**config.mk**
```make
export PLATFORM = sky130hd
export DESIGN_NAME = int_sqrt_rem_flat
export DESIGN_NICKNAME = d
export VERILOG_FILES = /design/src/rtl/int_sqrt_pkg.sv /design/src/rtl/int_sqrt_rem_if.sv /design/src/rtl/int_sqrt_step.sv /design/src/rtl/int_sqrt_rem.sv /design/src/flat_wrapper.sv
export SDC_FILE = /design/constraint.sdc
export NUM_CORES = 1
export LEC_CHECK = 0
export CAP_MARGIN = 20
export CORE_AREA = 3 3 107 109
export DETAILED_ROUTE_END_ITERATION = 10
export DIE_AREA = 0 0 110 112
export GPL_TIMING_DRIVEN = 0
export PLACE_DENSITY_LB_ADDON = 0.25
export SKIP_CTS_REPAIR_TIMING = 1
export SYNTH_ARGS = -nofsm -noshare
export SYNTH_HDL_FRONTEND = slang
export SYNTH_SLANG_ARGS = --single-unit
```
**constraint.sdc**
```tcl
create_clock -name clk -period 3.5 [get_ports clk]
set_clock_uncertainty 0.1 [all_clocks]
set_input_delay 0.525 -clock clk [delete_from_list [all_inputs] [get_ports clk]]
set_output_delay 0.525 -clock clk [all_outputs]
set_load 0.02 [all_outputs]
```
**src/rtl/int_sqrt_pkg.sv**
```systemverilog
// Shared types and width helpers for the integer square-root block.
package int_sqrt_pkg;

  typedef enum logic [1:0] {
    S_IDLE  = 2'd0,
    S_CALC  = 2'd1,
    S_ROUND = 2'd2,
    S_DONE  = 2'd3
  } state_t;

  function automatic int ceil_half(input int n);
    return (n + 1) / 2;
  endfunction

endpackage

```
**src/rtl/int_sqrt_rem_if.sv**
```systemverilog
// Handshake bundle: radicand/mode in, root/remainder out.
interface int_sqrt_rem_if
  import int_sqrt_pkg::*;
#(
  parameter int N = 32
);
  localparam int M = ceil_half(N);

  logic         in_valid;
  logic         in_ready;
  logic [N-1:0] in;
  logic         mode;
  logic         out_valid;
  logic         out_ready;
  logic [M:0]   root;
  logic [M:0]   rem;

  modport master (
    output in_valid, in, mode, out_ready,
    input  in_ready, out_valid, root, rem
  );

  modport slave (
    input  in_valid, in, mode, out_ready,
    output in_ready, out_valid, root, rem
  );
endinterface

```
**src/rtl/int_sqrt_step.sv**
```systemverilog
// One restoring digit-by-digit iteration: bring down a bit pair, try to subtract 4q+1.
module int_sqrt_step #(
  parameter int M = 16
) (
  input  logic [M:0]   rem_i,
  input  logic [M-1:0] root_i,
  input  logic [1:0]   pair_i,
  output logic [M:0]   rem_o,
  output logic         bit_o
);
  localparam int W = M + 3;

  logic [W-1:0] acc;
  logic [W-1:0] sub;
  logic [M:0]   diff;

  // The surviving remainder always fits M+1 bits, so the low-bit difference is exact.
  always_comb begin
    acc   = {rem_i, pair_i};
    sub   = {1'b0, root_i, 2'b01};
    bit_o = (acc >= sub);
    diff  = acc[M:0] - sub[M:0];
    rem_o = bit_o ? diff : acc[M:0];
  end
endmodule

```
**src/rtl/int_sqrt_rem.sv**
```systemverilog
// Sequential integer square root: one root bit per cycle, optional round-to-nearest.
module int_sqrt_rem
  import int_sqrt_pkg::*;
#(
  parameter int N = 32
) (
  input logic           clk,
  input logic           rst,
  int_sqrt_rem_if.slave bus
);
  localparam int M  = ceil_half(N);
  localparam int XW = 2 * M;
  localparam int CW = $clog2(M + 1);

  state_t         state_q, state_d;
  logic [CW-1:0]  cnt_q,   cnt_d;
  logic [XW-1:0]  x_q,     x_d;
  logic           mode_q,  mode_d;
  logic [M:0]     rem_q,   rem_d;
  logic [M-1:0]   q_q,     q_d;
  logic [M:0]     root_o_q, root_o_d;
  logic [M:0]     rem_o_q,  rem_o_d;

  logic [M:0]     step_rem;
  logic           step_bit;
  logic [M:0]     floor_ext;

  int_sqrt_step #(.M(M)) u_step (
    .rem_i  (rem_q),
    .root_i (q_q),
    .pair_i (x_q[XW-1 -: 2]),
    .rem_o  (step_rem),
    .bit_o  (step_bit)
  );

  always_ff @(posedge clk or negedge rst) begin
    if (!rst) begin
      state_q  <= S_IDLE;
      cnt_q    <= '0;
      x_q      <= '0;
      mode_q   <= 1'b0;
      rem_q    <= '0;
      q_q      <= '0;
      root_o_q <= '0;
      rem_o_q  <= '0;
    end else begin
      state_q  <= state_d;
      cnt_q    <= cnt_d;
      x_q      <= x_d;
      mode_q   <= mode_d;
      rem_q    <= rem_d;
      q_q      <= q_d;
      root_o_q <= root_o_d;
      rem_o_q  <= rem_o_d;
    end
  end

  always_comb begin
    state_d   = state_q;
    cnt_d     = cnt_q;
    x_d       = x_q;
    mode_d    = mode_q;
    rem_d     = rem_q;
    q_d       = q_q;
    root_o_d  = root_o_q;
    rem_o_d   = rem_o_q;
    floor_ext = {1'b0, q_q};

    unique case (state_q)
      S_IDLE: begin
        if (bus.in_valid) begin
          state_d = S_CALC;
          x_d     = XW'(bus.in);  // odd N: implicit zero MSB pads to whole pairs
          mode_d  = bus.mode;
          rem_d   = '0;
          q_d     = '0;
          cnt_d   = '0;
        end
      end
      S_CALC: begin
        rem_d = step_rem;
        q_d   = M'({q_q, step_bit});
        x_d   = x_q << 2;
        cnt_d = cnt_q + 1'b1;
        if (cnt_q == CW'(M - 1)) begin
          state_d = S_ROUND;
          cnt_d   = '0;
        end
      end
      S_ROUND: begin
        // rem > floor means x sits past floor+0.5 squared; carry lands in the extra root bit
        root_o_d = (mode_q && (rem_q > floor_ext)) ? floor_ext + 1'b1 : floor_ext;
        rem_o_d  = rem_q;
        state_d  = S_DONE;
      end
      S_DONE: begin
        if (bus.out_ready) state_d = S_IDLE;
      end
      default: state_d = S_IDLE;
    endcase
  end

  assign bus.in_ready  = (state_q == S_IDLE);
  assign bus.out_valid = (state_q == S_DONE);
  assign bus.root      = root_o_q;
  assign bus.rem       = rem_o_q;
endmodule
```
**src/flat_wrapper.sv**
```systemverilog
// flat-port wrapper written by rule: the top's interface ports become plain ports
module int_sqrt_rem_flat import int_sqrt_pkg::*;
#(
  parameter int N = 32
)
  (clk, rst, bus_in_valid, bus_in, bus_mode, bus_out_ready, bus_in_ready, bus_out_valid, bus_root, bus_rem);
  int_sqrt_rem_if #(.N(N)) bus_i ();
  input logic clk;
  input logic rst;
  input wire logic [$bits(bus_i.in_valid)-1:0] bus_in_valid;
  input wire logic [$bits(bus_i.in)-1:0] bus_in;
  input wire logic [$bits(bus_i.mode)-1:0] bus_mode;
  input wire logic [$bits(bus_i.out_ready)-1:0] bus_out_ready;
  output wire logic [$bits(bus_i.in_ready)-1:0] bus_in_ready;
  output wire logic [$bits(bus_i.out_valid)-1:0] bus_out_valid;
  output wire logic [$bits(bus_i.root)-1:0] bus_root;
  output wire logic [$bits(bus_i.rem)-1:0] bus_rem;
  assign bus_i.in_valid = bus_in_valid;
  assign bus_i.in = bus_in;
  assign bus_i.mode = bus_mode;
  assign bus_i.out_ready = bus_out_ready;
  assign bus_in_ready = bus_i.in_ready;
  assign bus_out_valid = bus_i.out_valid;
  assign bus_root = bus_i.root;
  assign bus_rem = bus_i.rem;
  int_sqrt_rem #(.N(N)) u_core (.clk(clk), .rst(rst), .bus(bus_i));
endmodule
```
Word-level counts from Yosys, hierarchy flattened:

Index checks and enable logic that the tools add are counted.

* multiply operators: 0
* bitwise gates (word level): 0
* $add $sub $neg: 3
* muxes and demuxes: 15
* div/mod/pow operators: 0
* shifts and indexed selects: 0
* order comparisons: 2
* equality and inequality tests: 7
* reductions and logical operators: 6

Operators by type and width (number)
* 32-bit case mux with 2 select lines: 1
* 17-bit two-way mux: 3
* 17-bit case mux with 2 select lines: 1
* 32-bit two-way mux: 1
* 16-bit case mux with 2 select lines: 1
* 19-bit by 18-bit greater-or-equal comparator with 1-bit output: 1
* 16-bit by 1-bit adder with 17-bit output, second input constant: 1
* 17-bit by 16-bit > comparator with 1-bit output: 1
* 17-bit subtractor: 1
* 16-bit two-way mux: 1
* 5-bit two-way mux: 2
* 5-bit case mux with 2 select lines: 1
* 2-bit case mux with 4 select lines: 1
* 2-bit two-way mux: 3
* 5-bit by 1-bit adder with 5-bit output, second input constant: 1
* 5-bit by 4-bit == test with 1-bit output, second input constant: 1
* 2-bit == test, second input constant: 2
* 2-bit inequality test, second input constant: 2
* 2-bit AND reduction: 2
* 3-bit AND reduction: 1
* 2-bit by 1-bit == test with 1-bit output, second input constant: 1
* 2-bit zero test: 1
* 2-bit by 1-bit inequality test with 1-bit output, second input constant: 1
* 2-bit nonzero test: 1
* 1-bit logical AND: 1

* input bits: 37
* RAM bits: 0
* output and inout bits: 36
* memories kept: 0
* logic and storage cells: 41
* flip-flop bits (word level): 107
* bits in latches: 0
* ROM bits: 0

Longest topological paths before layout:

Gate-level depths: netlist of run 1.

* depth after elaboration: 3
* gate-level depth with buffers: 12
* gate-level depth less buffers: 10

By module:

A second synthesis of run 1 with hierarchy kept.

* cell total of the unflattened synthesis: 613
* area, all modules: 6263.5 um^2

Modules (own cells, without submodules)
* int_sqrt_rem: cells an instance 465, area an instance 5133.7 um^2, instances 1, seq. area each 2677.6 um^2
* int_sqrt_step: cells an instance 148, area an instance 1129.8 um^2, instances 1, seq. area each 0.0 um^2

Least setup slack after synthesis of run 1:

OpenSTA, ideal clock, no wires.

* path type: flip-flop to flip-flop
* from: register u_core.q_q[14]
* to: register u_core.rem_q[13]
* cell stages (with the launch flop): 11
* setup time: 0.121 ns
* arrival: 2.256 ns
* setup slack: 1.023 ns
* required time: 3.279 ns
* period minus slack after synthesis: 2.477 ns
* buffers on the path: 1
* cells stage by stage: dfrtp_1 inv_1 ha_1 a21o_1 a211o_1 a221oi_2 and2_1 a21boi_4 buf_4 o21ai_1 a22o_1

* cells in the longest elaborated chain, start to end: 3

Ends and longest elaborated chain
* start: declaration: RTL line int_sqrt_rem.sv:20 `logic [M-1:0] q_q, q_d;`
* start signal: assignment: RTL line int_sqrt_rem.sv:52 `q_q <= q_d;`
* 19-bit by 18-bit greater-or-equal comparator with 1-bit output: RTL line int_sqrt_step.sv:21 `bit_o = (acc >= sub);`
* 17-bit two-way mux: RTL line int_sqrt_step.sv:23 `rem_o = bit_o ? diff : acc[M:0];`
* 17-bit case mux with 2 select lines: RTL line int_sqrt_rem.sv:69 `unique case (state_q)`
* end signal: assignment: RTL line int_sqrt_rem.sv:51 `rem_q <= rem_d;`
* end: declaration: RTL line int_sqrt_rem.sv:19 `logic [M:0] rem_q, rem_d;`

No other way between the ends.
A chain may end at the register's enable or synchronous reset.

Final worst setup path of run 1:

* from: register u_core.state_q[0]
* to: register u_core.q_q[13]

* cells in the longest elaborated chain, start to end: 3
* elaborated cells between the ends (all ways): 6
* those cells by class: eq/ne: 2; mux: 1; reduce/logical: 3

Ends and longest elaborated chain
* start: declaration: RTL line int_sqrt_rem.sv:15 `state_t state_q, state_d;`
* start signal: assignment: RTL line int_sqrt_rem.sv:47 `state_q <= state_d;`
* 2-bit by 1-bit == test with 1-bit output or 2-bit zero test (tied branches): RTL line int_sqrt_rem.sv:69
* 2-bit nonzero test (no source line) or 2-bit inequality test (tied branches)
* 2-bit AND reduction (no source line)

Several ways; a longest one is shown, not always the timed one.

==> results.json, run 1 <==
{
  "status": "completed",
  "endpoint_kind": "register",
  "clkTransAtPathRegs_ns": 0.10,
  "cts_tree": "done",
  "htreeDepth": 3,
  "cts_root_buf": "clkbuf_8",
  "wl_per_cell_um": 16.5,
  "syn_nets": 656,
  "arrival_ns": 3.32,
  "drt-total-wl_um": 13600,
  "initial_core_util_pct": 53.6,
  "fmax_mhz": 321,
  "syn2layout_area_growth_pct": 19.4,
  "hold_violations": 0,
  "dieArea_um2": 12300,
  "numPlacedInstances": 807,
  "slowest_delay_ns": 0.74,
  "maxCapViolCount": 0,
  "path_class": "register to register",
  "crit_top_cell": "clkbuf_1",
  "dieWidth_um": 110,
  "rsz0062_at_grt": "no",
  "min_period_ns": 3.11,
  "ys.flop_type": "dfrtp_1",
  "insertedDiodeCount": 0,
  "yosys-top-cells-count": "dfrtp_1, nand2_1, o21ai_0",
  "ir_worst_vdd_uv": 446,
  "final-setup-viol-count": 0,
  "powerDensity_nw_per_um2": 1060,
  "dr.pass1.iters": 7,
  "ys_top_cells_by_area": "dfrtp_1, mux2i_1, o21ai_0, nand2_1, ha_1",
  "initialDrtViolationCount": 199,
  "clock_latency_ns": 0.38,
  "fin_cells": 824,
  "syn_inst": 594,
  "grt_pass1_vias": 4611,
  "synth.yosys.warnings": 0,
  "die_h_um": 112,
  "worstPathMaxFanout": 10,
  "yosysTopAreaCellShare_pct": 46.7,
  "power_mw": 7.25,
  "synth-edff-count": 0,
  "num_rows": 38,
  "viasPerCell": 5.61,
  "ios": 73,
  "yosysSeqAreaShare_pct": 46.7,
  "ant_nets": 0,
  "slowest_stage": "mux2i_1",
  "synth_most_common_cell": "dfrtp_1",
  "core_um2": 10700,
  "path_cells": "inv_1, ha_1, clkbuf_1, mux2i_1, clkbuf_1, buf_1, nand2_1, o21ai_0",
  "drive_gt1_share_pct": 7.89,
  "startpoint_type": "register",
  "synthArstFlopShare_pct": 100,
  "drcViolationCount": 0,
  "track_usage_pct": 23.3,
  "fin_hold_ws_ns": 0.103,
  "tightest_slew_ns": 0.814,
  "antenna_found_initial": 0,
  "synth_area_leader_cell": "dfrtp_1",
  "syn_area_um2": 5740,
  "cts_buffers": 9,
  "fillCellCount": 920,
  "grt_max_degree": 57,
  "gp_congestion": 0.896,
  "clk_path_buf_depth": 2,
  "num_vias": 4620,
  "synth_area_per_cell_um2": 9.66,
  "design_area_um2": 6850,
  "ys_ff_latch": 107,
  "critical_path_required_ns": 3.71,
  "grt-ovfl-total": 0,
  "synth.distinct_cells": 48,
  "finalMaxSlewViolations": 0,
  "clock-sinks": 107,
  "fin_nets": 741,
  "port_buffers": 72,
  "place_hpwl_um": 10300,
  "place_area_um2": 6660,
  "max-slew-margin-rel_pct": 44.2,
  "hp-class": "input port to async pin",
  "grt_pass1_wl_um": 22600,
  "leakagePower_nw": 2.96,
  "fin_crit_sh_pct": 88.9
}
==> power breakdown <==
group          leakage, nW  internal (mW)  switching [mW]
clock                0.102          0.316           0.425
combinational         1.49           1.85            2.51
sequential            1.37           1.76           0.386
total                 2.96           3.93            3.33
==> layer usage <==
metal	up-vias	track usage [%]	share of wire, %
li1	2232	-	-
met1	2254	30.3	43
met2	117	38.8	50
met3	17	3.25	5.1
met4	0	9.31	1.5
met5	-	0	0
==> final timing paths <==
check,startpoint,endpoint,slack [ns],cells past startpoint
hold / removal,rst,u_core.bus.root[12],0.10,1
min in group clk,u_core.x_q[21],u_core.x_q[21],0.39,2
hold reg to reg,u_core.x_q[21],u_core.x_q[21],0.39,2
setup / recovery,u_core.state_q[0],u_core.q_q[13],0.39,8
setup reg to reg,u_core.state_q[0],u_core.q_q[13],0.39,8
max in group asynchronous,rst,u_core.rem_q[3],2.49,2
==> critical path, delay by kind of cell (launching register included) <==
kind / cells / cell delay, ns
multiplexers: 1 / 0.74
AND/OR/NAND/NOR: 1 / 0.13
buffers and inverters: 4 / 1.37
adder cells (fa/ha/maj): 1 / 0.17
AO/OA/AOI/OAI: 1 / 0.09
flip-flops: 1 / 0.43
==> cell type report <==
class / instances / area (um^2) / area share [%]
Buffer: 32 / 135 / 1.97
Clock buffer: 12 / 165 / 2.41
Clock inverter: 4 / 23.8 / 0.347
Inverter: 24 / 90.1 / 1.32
Multi-Input combinational cell: 431 / 2830 / 41.4
Sequential cell: 107 / 2680 / 39.1
Tap cell: 140 / 175 / 2.56
Timing Repair Buffer: 74 / 751 / 11.0
==> flip-flops by register name (all words and copies together), names as in the netlist <==
signal,cells
u_core.x_q,32
u_core.bus.rem,17
u_core.bus.root,17
u_core.rem_q,17
u_core.q_q,16
u_core.cnt_q,5
u_core.state_q,2
u_core.mode_q,1
==> stage by stage <==
stage                     setup slack, ns  setup TNS, ns  util, %
after floorplan                      1.02              0        -
after global placement              -2.13        -227.12     62.0
after detailed placement            0.424              0     62.2
after CTS                           0.419              0     64.0
after global routing                0.103              0     64.0
final                               0.389              0     64.0
==> cell families after synthesis <==
family,Yosys count,share of synthesized area (%)
xor+xnor,29,4.43
mux,53,9.66
compound gates,151,15.2
flops,107,46.7
fa+ha+maj,25,5.45
buf+inv,56,3.93
simple gates,173,14.6
==> layout by cell type, fill, tap and decap left out, types with 22 or more instances in the layout <==
cell and count:
clkbuf_1 22, o21ai_0 63, ha_1 25, nand2_1 84
mux2i_1 34, inv_1 24, xnor2_1 23, nor2_1 32
dfrtp_1 107, clkdlybuf4s50_1 71, a21oi_1 41
No activity file was read; power rests on OpenSTA's default activity.
==> run 2, diff against run 1 <==
- MAX_ROUTING_LAYER: default -> met4
==> run 2 against run 1 <==
Sequential share of layout area shrank 0.13 points. Die area is the same. Final area grew 0.33%. Clock power grew 8.4%. Via count shrank 0.43%. Largest cell class unchanged.
==> results.json, run 2 (same netlist as run 1, synthesis figures left out) <==
{
  "status": "completed",
  "dr.pass1.iters": 5,
  "finalMaxSlewViolations": 0,
  "reg2reg_to": "u_core.q_q[12]",
  "min_period_ns": 3.09,
  "insertedDiodeCount": 0,
  "largest_reg_flops": 32,
  "hp-class": "input port to async pin",
  "final_common_cell": "dfrtp_1",
  "grt_pass1_wl_um": 22600,
  "endpoint_kind": "register",
  "drcViolationCount": 0,
  "ir_worst_vdd_uv": 447,
  "ant_nets": 0,
  "design_area_um2": 6870,
  "grt_max_degree": 67,
  "place_hpwl_um": 10300,
  "hold_violations": 0,
  "initial_core_util_pct": 53.6,
  "fin_hold_ws_ns": 0.0244,
  "power_mw": 7.31,
  "maxCapViolCount": 0,
  "fin_cells": 824,
  "max-slew-margin-rel_pct": 45.8,
  "powerDensity_nw_per_um2": 1060,
  "grt-ovfl-total": 0,
  "viasPerCell": 5.58,
  "leakagePower_nw": 2.97,
  "syn2layout_area_growth_pct": 19.8,
  "fin_crit_sh_pct": 88.3,
  "finalSetupTns_ns": 0,
  "port_buffers": 72,
  "final_util_pct": 64.2,
  "clk_path_buf_depth": 2,
  "startpoint_type": "register",
  "setup_slack_ns": 0.410,
  "gp_congestion": 0.940,
  "reg2reg_depth": 8,
  "wl_per_cell_um": 16.5,
  "clock-sinks": 107,
  "num_rows": 38,
  "antenna_found_initial": 0,
  "mostFrequentLayoutCells": "dfrtp_1, nand2_1, clkdlybuf4s50_1",
  "multi_input_area_um2": 2830,
  "numPlacedInstances": 807,
  "path_class": "register to register",
  "place_area_um2": 6660,
  "drt-total-wl_um": 13600,
  "arrival_ns": 3.28,
  "ios": 73,
  "fin_nets": 741,
  "dieWidth_um": 110,
  "largest-register": "u_core.x_q",
  "cts_root_buf": "clkbuf_8",
  "crit_end": "u_core.q_q[12]",
  "cts_tree": "done",
  "dp_slack_ns": 0.411,
  "cts_buffers": 9,
  "tightest_slew_ns": 0.791,
  "rsz0062_at_grt": "no",
  "drive_gt1_share_pct": 7.89,
  "r2r_slack_ns": 0.41,
  "clkTransAtPathRegs_ns": 0.10,
  "fillCellCount": 937,
  "seqCellArea_um2": 2680,
  "final-setup-viol-count": 0,
  "fmax_mhz": 324,
  "cp-startpoint": "u_core.state_q[0]",
  "dieArea_um2": 12300,
  "track_usage_pct": 24.1,
  "clock_latency_ns": 0.38,
  "critical_path_required_ns": 3.69,
  "die_h_um": 112,
  "htreeDepth": 3,
  "num_vias": 4600,
  "initialDrtViolationCount": 221,
  "grt_pass1_vias": 4617,
  "core_um2": 10700,
  "worstPathMaxFanout": 10,
  "r2r_start": "u_core.state_q[0]"
}
==> run 2: how the worst min path moves through the flow <==
stage | start | to | slack, ns | depth (start not counted)
after floorplan | rst | u_core.bus.rem[0] | 0.13 | 0
after global placement | u_core.x_q[25] | u_core.x_q[25] | 0.36 | 2
after detailed placement | u_core.x_q[25] | u_core.x_q[25] | 0.37 | 2
after CTS | rst | u_core.bus.rem[10] | 0.03 | 1
after global routing | rst | u_core.bus.rem[10] | 0.06 | 1
final | rst | u_core.bus.rem[11] | 0.02 | 1
==> run 2: area by class of cell <==
type | count | area share [%]
multi-input combinational | 431 | 41.2
sequential | 107 | 39.0
timing repair buffer | 74 | 10.9
tap | 140 | 2.55
clock buffer | 11 | 2.20
buffer | 32 | 1.97
inverter | 24 | 1.31
clock inverter | 5 | 0.874
==> run 2: report_power, final <==
part,leakage (nW),internal (mW),switching (mW)
clock,0.106,0.373,0.431
combinational,1.49,1.85,2.52
sequential,1.37,1.76,0.380
total,2.97,3.98,3.33
==> run 2: metal layers <==
metal  GRT usage, %  wire [um]
met5              -          0
met4           8.40        158
met3           3.48        716
met2           39.5       6940
met1           30.3       5740
==> run 2: worst max-delay path, cell delays in order (launching register included) <==
cell	delay (ns)
dfrtp_1	0.43
inv_1	0.10
ha_1	0.18
clkbuf_1	0.29
mux2i_1	0.72
clkbuf_1	0.52
buf_1	0.46
nand2_1	0.09
o21ai_0	0.10
==> run 3, diff against run 2 <==
- GPL_ROUTABILITY_DRIVEN: default -> 0
==> run 3 against run 2 <==
Worst setup slack improved by 0.032 ns. Via count down 0.57%. Final area fell by 0.80%. Clock-buffer cell count grew 2. Combinational power barely moved. Die area did not move. Global-route usage fell by 0.89 points. Power is 2.0% lower. First-iteration DRC count fell by 6.8%. Sequential power is essentially flat. Largest power group unchanged.
==> results.json, run 3 (same netlist as run 1, synthesis figures left out) <==
{
  "status": "completed",
  "slowest_delay_ns": 0.75,
  "largest_reg_flops": 32,
  "cts_buffers": 9,
  "final_common_cell": "dfrtp_1",
  "port_buffers": 72,
  "place_hpwl_um": 9890,
  "wl_per_cell_um": 15.8,
  "startpoint_type": "register",
  "cts_root_buf": "clkbuf_8",
  "hp-class": "input port to async pin",
  "crit_top_cell": "clkbuf_1",
  "reg2reg_depth": 8,
  "viasPerCell": 5.56,
  "insertedDiodeCount": 0,
  "endpoint_kind": "register",
  "arrival_ns": 3.24,
  "critical_path_required_ns": 3.68,
  "clock-sinks": 107,
  "path_class": "register to register",
  "clk_path_buf_depth": 2,
  "drcViolationCount": 0,
  "htreeDepth": 3,
  "die_h_um": 112,
  "largest-register": "u_core.x_q",
  "worstPathMaxFanout": 10,
  "powerDensity_nw_per_um2": 1050,
  "num_vias": 4574,
  "initialDrtViolationCount": 206,
  "grt_pass1_wl_um": 22000,
  "final-setup-viol-count": 0,
  "antenna_found_initial": 0,
  "final_util_pct": 63.7,
  "drive_gt1_share_pct": 7.18,
  "syn2layout_area_growth_pct": 18.9,
  "drt-total-wl_um": 13000,
  "r2r_start": "u_core.state_q[1]",
  "rsz0062_at_grt": "no",
  "numPlacedInstances": 807,
  "fin_crit_sh_pct": 87.4,
  "track_usage_pct": 23.2,
  "grt-ovfl-total": 0,
  "initial_core_util_pct": 53.6,
  "min_period_ns": 3.06,
  "clock_latency_ns": 0.37,
  "fmax_mhz": 327,
  "hold_violations": 0,
  "dieArea_um2": 12300,
  "ant_nets": 0,
  "cts_tree": "done",
  "slowest_stage": "mux2i_1",
  "num_rows": 38,
  "cp-startpoint": "u_core.state_q[1]",
  "max-slew-margin-rel_pct": 19.6,
  "clkTransAtPathRegs_ns": 0.09,
  "ios": 73,
  "finalMaxSlewViolations": 0,
  "fin_cells": 822,
  "grt_pass1_vias": 4547,
  "core_um2": 10700,
  "grt_max_degree": 70,
  "reg2reg_to": "u_core.q_q[13]",
  "r2r_slack_ns": 0.44,
  "leakagePower_nw": 2.94,
  "mostFrequentLayoutCells": "dfrtp_1, nand2_1, clkdlybuf4s50_1",
  "dr.pass1.iters": 7,
  "path_cells": "inv_1, ha_1, clkbuf_1, mux2i_1, clkbuf_1, buf_1, nand2_1, o21ai_0",
  "dieWidth_um": 110,
  "fin_nets": 740,
  "tightest_slew_ns": 1.19,
  "ir_worst_vdd_uv": 397,
  "maxCapViolCount": 0
}
[run 3: cell types whose count changed in the layout (fill, tap and decap cells not counted), sizes merged]
cell	previous run	this run
clkinv	2	1
buf	13	12
bufinv	1	0
clkbuf	33	35
inv	25	24
[run 3: how the worst max path moves through the flow]
stage,end,cells past startpoint
CTS,u_core.q_q[13],8
global route,u_core.cnt_q[1],8
detailed placement,u_core.q_q[13],6
finish,u_core.q_q[13],8
floorplan,u_core.rem_q[13],10
global placement,u_core.x_q[12],1
[run 3: stage by stage]
stage	hold slack [ns]	worst slack, ns	TNS (ns)	instance area (um^2)	power (mW)
4_1_cts	0.0350	0.431	0	6820	7.17
5_1_grt	0.0565	0.105	0	6820	7.77
6_report	0.0292	0.442	0	6820	7.16
2_1_floorplan	0.129	1.02	0	5740	5.23
3_3_place_gp	0.362	-2.10	-223.39	6630	6.34
3_5_place_dp	0.374	0.440	0	6660	6.49
[run 3: where the power goes]
group	switching, mW	internal [mW]	leakage [nW]	total, mW
Sequential	0.380	1.76	1.37	2.14
Combinational	2.50	1.85	1.49	4.35
Clock	0.394	0.275	0.0795	0.669
[run 3: area by class of cell]
type	instances	area, um^2
Fill cell	901	3880
Multi-Input combinational cell	431	2830
Sequential cell	107	2680
Timing Repair Buffer	73	746
Tap cell	140	175
Clock buffer	13	149
Buffer	32	135
Inverter	24	90.1
Clock inverter	2	12.5
[run 3: metal layers]
metal | vias up | part of all wire (%) | GRT usage [%]
li1 | 2234 | - | -
met3 | 22 | 5.6 | 3.88
met1 | 2188 | 43 | 29.9
met5 | - | 0 | -
met2 | 130 | 49 | 37.0
met4 | 0 | 2.3 | 8.06
[run 3: worst max-delay path, delay by kind of cell, from the launching register on]
kind	cells	cell delay [ns]
buffers and inverters	4	1.34
multiplexers	1	0.75
flip-flops	1	0.41
adder cells (fa/ha/maj)	1	0.17
AO/OA/AOI/OAI	1	0.10
AND/OR/NAND/NOR	1	0.09
==> RTL edit 1, RTL diff (flow settings as in run 1) <==
Re-encode `state_t` (4 states) as one-hot, 4 bits wide.
--- a/src/rtl/int_sqrt_pkg.sv
+++ b/src/rtl/int_sqrt_pkg.sv
@@ -2,9 +2,9 @@
 package int_sqrt_pkg;
 
-  typedef enum logic [1:0] {
-    S_IDLE  = 2'd0,
-    S_CALC  = 2'd1,
-    S_ROUND = 2'd2,
-    S_DONE  = 2'd3
+  typedef enum logic [3:0] {
+    S_IDLE  = 4'b0001,
+    S_CALC  = 4'b0010,
+    S_ROUND = 4'b0100,
+    S_DONE  = 4'b1000
   } state_t;
 
Formal check against the unedited RTL: no difference found for any inputs over 10 cycles, from zero or initial values and one cycle with rst low; not proved beyond that.
==> RTL edit 1 against run 1 <==
Core utilization fell by 1.1 points. Sequential power is 13% lower. Worst hold slack got worse by 0.097 ns. Worst setup slack worse by 0.020 ns. Total power decreased by 16%. Sequential cell count is 2 higher. Routed wire length increased by 8.6%. Cell count rose by 4.7%. Area after synthesis is 2.4% lower. Cell area is 1.7% lower. Critical path type unchanged. Highest routed layer unchanged.
==> RTL edit 1: results (changes against run 1) <==
metric,value,unit,change
status,"finished, final reports clean",,
most common library cells after synthesis,"nand2_1 (110), dfrtp_1 (108), nor2_1 (73), o21ai_0 (60), nand3_1 (31)",,
GRT Overall Usage,0.2505,,+0.01772
Yosys cell types,53,,+10%
area occupied by multi-input gates,0.002661,mm²,-6.1%
first-pass GRT wire length,24.11,mm,+6.8%
Hold Fails Final Rpt,0,,unchanged
drt wl/cell,17.12,µm,+3.7%
CTS root buffer,clkbuf_8,,
Via Count,4960,,+7.4%
1st-iter DRT viols,337,,+69%
RePlAce Congestion,0.9713,,+8.4%
Top reg by flops,u_core.x_q,,
TritonCTS Buffers,9,,unchanged
Pre-Repair DR Iteration Count,5,,-2
ranking of synthesized cells by area,"dfrtp_1 (48%), nand2_1 (7.4%), o21ai_0 (5.4%)",,
worst skew pair latency,0.38,ns,about the same
number of global-route vias before repair,4841,,+5.0%
Hold WC Path Type,primary input to async pin,,
Synth Warn #,0,,unchanged
H-tree depth,3,,unchanged
sequential fraction of the synthesis area,0.4874,,+0.02053
antenna diode count,0,,unchanged
largest net degree at the start of global routing,74,,+30%
async set-reset flop share out of synthesis,1.000,,unchanged
Pleak,2.863,nW,-3.4%
share of layout cells above drive strength 1,0.04979,,-0.02915
crit path max fanout,10,,unchanged
initial antenna violation count,0,,unchanged
Worst-path clk slew,0.11,ns,
syn nets,691,,+5.3%
Largest register FFs,32,,unchanged
Crit path largest cell delay,0.52,ns,-0.22 ns
ys flop type,dfrtp_1,,
Placement Cell Area,0.006520,mm²,-2.0%
Routed Antenna Nets,0,,unchanged
I/O Buffers,72,,unchanged
dpl hpwl,11.06,mm,+7.6%
clk buf depth,2,,unchanged
fillers,947,,+2.9%
Rel. slew slack,0.3118,,-0.1302
Final nets,776,,+4.7%
Worst path slowest cell,dfrtp_1,,
Setup WS pre-CTS,0.2614,ns,-0.1630 ns
Peak VDD IR,399.3,µV,-10%
Worst Path Arrival,3.31,ns,about the same
[RTL edit 1: worst paths after layout]
check / startpoint / to / slack [ns] / depth (start not counted)
min in group clk: u_core.cnt_q[4]$_DFFE_PN0P_ / u_core.state_q[2]$_DFFE_PN0P_ / 0.36 / 1
hold / removal: rst / u_core.q_q[2]$_DFFE_PN0P_ / 0.005 / 1
setup / recovery: u_core.q_q[0]$_DFFE_PN0P_ / u_core.rem_q[7]$_DFFE_PN0P_ / 0.37 / 9
hold reg to reg: u_core.cnt_q[4]$_DFFE_PN0P_ / u_core.state_q[2]$_DFFE_PN0P_ / 0.36 / 1
max in group asynchronous: rst / u_core.state_q[0]$_DFFE_PN1P_ / 2.55 / 2
setup reg to reg: u_core.q_q[0]$_DFFE_PN0P_ / u_core.rem_q[7]$_DFFE_PN0P_ / 0.37 / 9
[RTL edit 1: layout make-up]
class                      instances  share of cell area
clock buffer                      12             0.02155
buffer                            30             0.01858
sequential                       109              0.4052
tap                              140             0.02601
inverter                          24             0.01338
multi-input combinational        470              0.3952
timing repair buffer              74              0.1119
clock inverter                     4            0.008175
[RTL edit 1: stage by stage]
stage / TNS [ns] / cells / power (mW)
CTS: 0 / 862 / 5.997
global placement: -240.96 / 845 / 5.101
finish: 0 / 863 / 6.063
global route: 0 / 863 / 6.537
floorplan: 0 / 633 / 4.278
detailed placement: 0 / 846 / 5.201
[RTL edit 1: cell families after synthesis]
kind of cell    Yosys count  synth area share
compound gates          152            0.1600
buf+inv                  54           0.03843
flops                   109            0.4874
mux                       3          0.005587
fa+ha+maj                21           0.04693
simple gates            267            0.2194
xor+xnor                 27           0.04224
[RTL edit 1: worst max-delay path, delay by kind of cell (launching register included)]
kind	cells	cell delay, ns
buffers and inverters	2	0.47
flip-flops	1	0.52
AO/OA/AOI/OAI	5	1.27
AND/OR/NAND/NOR	1	0.27
adder cells (fa/ha/maj)	1	0.41
[RTL edit 1: power breakdown]
part           leakage, nW  internal (mW)  switching (mW)
Sequential            1.41           1.58           0.276
Combinational         1.35           1.27            2.14
Clock               0.0972          0.356           0.441
Total                 2.86           3.21            2.85
[RTL edit 1: per-layer routing]
metal  up-vias  wire [µm]  global-route usage
li1       2385          -                   -
met2       184       7125              0.4126
met5         -          0                   0
met3        21        931             0.03130
met1      2370       6423              0.3406
met4         0        296             0.08479
==> RTL edit 2, RTL diff (settings of run 1) <==
Without the edit above. `N` is set to 32 in 3 places; all go to 16.
--- a/src/rtl/int_sqrt_rem_if.sv
+++ b/src/rtl/int_sqrt_rem_if.sv
@@ -3,5 +3,5 @@
   import int_sqrt_pkg::*;
 #(
-  parameter int N = 32
+  parameter int N = 16
 );
   localparam int M = ceil_half(N);
--- a/src/rtl/int_sqrt_rem.sv
+++ b/src/rtl/int_sqrt_rem.sv
@@ -3,5 +3,5 @@
   import int_sqrt_pkg::*;
 #(
-  parameter int N = 32
+  parameter int N = 16
 ) (
   input logic           clk,
--- a/src/flat_wrapper.sv
+++ b/src/flat_wrapper.sv
@@ -2,5 +2,5 @@
 module int_sqrt_rem_flat import int_sqrt_pkg::*;
 #(
-  parameter int N = 32
+  parameter int N = 16
 )
   (clk, rst, bus_in_valid, bus_in, bus_mode, bus_out_ready, bus_in_ready, bus_out_valid, bus_root, bus_rem);
Interface: changed (resized bus_in, bus_rem and bus_root); port bits go from 73 to 41. No check against the original RTL was run, so the function may have changed too.
==> RTL edit 2 against run 1 <==
Area after synthesis down 45%. Routed wire length down 45%. Global-route usage down 10 points. Total power down 40%. Via count down 47%. Worst setup slack better by 0.46 ns. Cell area down 42%. Sequential cell count down 49. Count of clock-buffer cells in the layout up 1. Largest cell class unchanged. Largest power group unchanged.
==> RTL edit 2: results (changes against run 1) <==
metric,value,unit,change
status,"finished, final reports clean",,
Worst Path Arrival,2.79,ns,-0.53 ns
cells after synthesis,314,,-47%
Net Sw Frac,0.4352,,-0.02345
placed cells,495,,-39%
initial antenna violation count,0,,unchanged
clk buf depth,2,,unchanged
Worst path slowest cell,a211oi_4,,
Setup WS pre-CTS,0.8755,ns,+0.4511 ns
RePlAce Congestion,0.8096,,-9.6%
number of global-route vias before repair,2458,,-47%
Peak VDD IR,264.1,µV,-41%
Setup crit start,u_core.q_q[4]$_DFFE_PN0P_,,
Pre-Repair DR Iteration Count,4,,-3
Placement Cell Area,0.003756,mm²,-44%
setup ws final,0.8528,ns,+0.4639 ns
TNS Setup,0,ns,unchanged
met3 usage,0.03594,,+0.003478
GRT Overall Usage,0.1327,,-0.1001
routed vias/inst,4.810,,-14%
GRT met1 Usage,0.1811,,-0.1221
"delay-heaviest family, CP",compound AO/OA/AOI/OAI gates,,
grt met2 use,0.1946,,-0.1930
worst skew pair latency,0.34,ns,-0.04 ns
Largest register FFs,16,,-50%
Final nets,404,,-45%
Worst-path clk slew,0.07,ns,-0.03 ns
fin cells,511,,-38%
sequential fraction of the synthesis area,0.4585,,-0.008343
most common library cells after synthesis,"dfrtp_1 (58), nand2_1 (38), o21ai_0 (31), mux2i_1 (19), inv_1 (18)",,
share of layout cells above drive strength 1,0.1051,,+0.02617
Pleak,1.677,nW,-43%
1st-iter DRT viols,156,,-22%
FF-to-FF End,u_core.rem_q[7]$_DFFE_PN0P_,,
final wirelength,7.483,mm,-45%
ranking of synthesized cells by area,"dfrtp_1 (46%), ha_1 (6.7%), mux2i_1 (6.0%)",,
I/O Buffers,40,,-44%
Crit path largest cell delay,0.47,ns,-0.27 ns
first-pass GRT wire length,12.58,mm,-44%
Worst-Margin Slew,0.6572,ns,-0.1566 ns
syn nets,352,,-46%
RTL edit 2: per-layer routing:
metal  vias to the layer above  routed length, µm
met3                        11                287
met4                         0                166
met5                         -                  0
li1                       1237                  -
met1                      1169               3628
met2                        41               3400
RTL edit 2: final cells by class:
class	count	area, µm²
fill	1057	6694
multi-input combinational	224	1592
sequential	58	1451
timing repair buffer	41	415.4
clock buffer	13	178.9
tap	140	175.2
clock inverter	3	68.82
inverter	18	67.56
buffer	14	55.05
RTL edit 2: worst min path at each step:
| stage | start | end | slack (ns) | depth (start not counted) |
|---|---|---|---|---|
| final | rst | u_core.bus.root[6]$_DFFE_PN0P_ | 0.03 | 1 |
| after global routing | rst | u_core.bus.root[6]$_DFFE_PN0P_ | 0.06 | 1 |
| after CTS | rst | u_core.bus.root[6]$_DFFE_PN0P_ | 0.04 | 1 |
| after detailed placement | u_core.cnt_q[3]$_DFFE_PN0P_ | u_core.cnt_q[3]$_DFFE_PN0P_ | 0.37 | 1 |
| after global placement | u_core.cnt_q[3]$_DFFE_PN0P_ | u_core.cnt_q[3]$_DFFE_PN0P_ | 0.36 | 1 |
| after floorplan | rst | u_core.bus.rem[0]$_DFFE_PN0P_ | 0.13 | 0 |
RTL edit 2: logic make-up (layout without fill, tap and decap cells):
kind of cell,after synthesis,after routing,share of synthesized area
muxes,31,31,0.1028
xor gates and xnor gates,10,10,0.02767
AOI/OAI and AO/OA,82,82,0.1739
and+or+nand+nor,84,84,0.1312
DFF,58,58,0.4585
adders and majority gates,17,17,0.06719
buffers and inverters,32,89,0.03873
RTL edit 2: power by group through the flow:
stage               Clock, mW  Combinational (mW)  Sequential [mW]
CTS                     0.777                2.42             1.21
floorplan                   0                1.67             1.26
global placement            0                2.39             1.21
detailed placement          0                2.41             1.21
finish                  0.756                2.40             1.20
global route            0.812                2.70             1.25
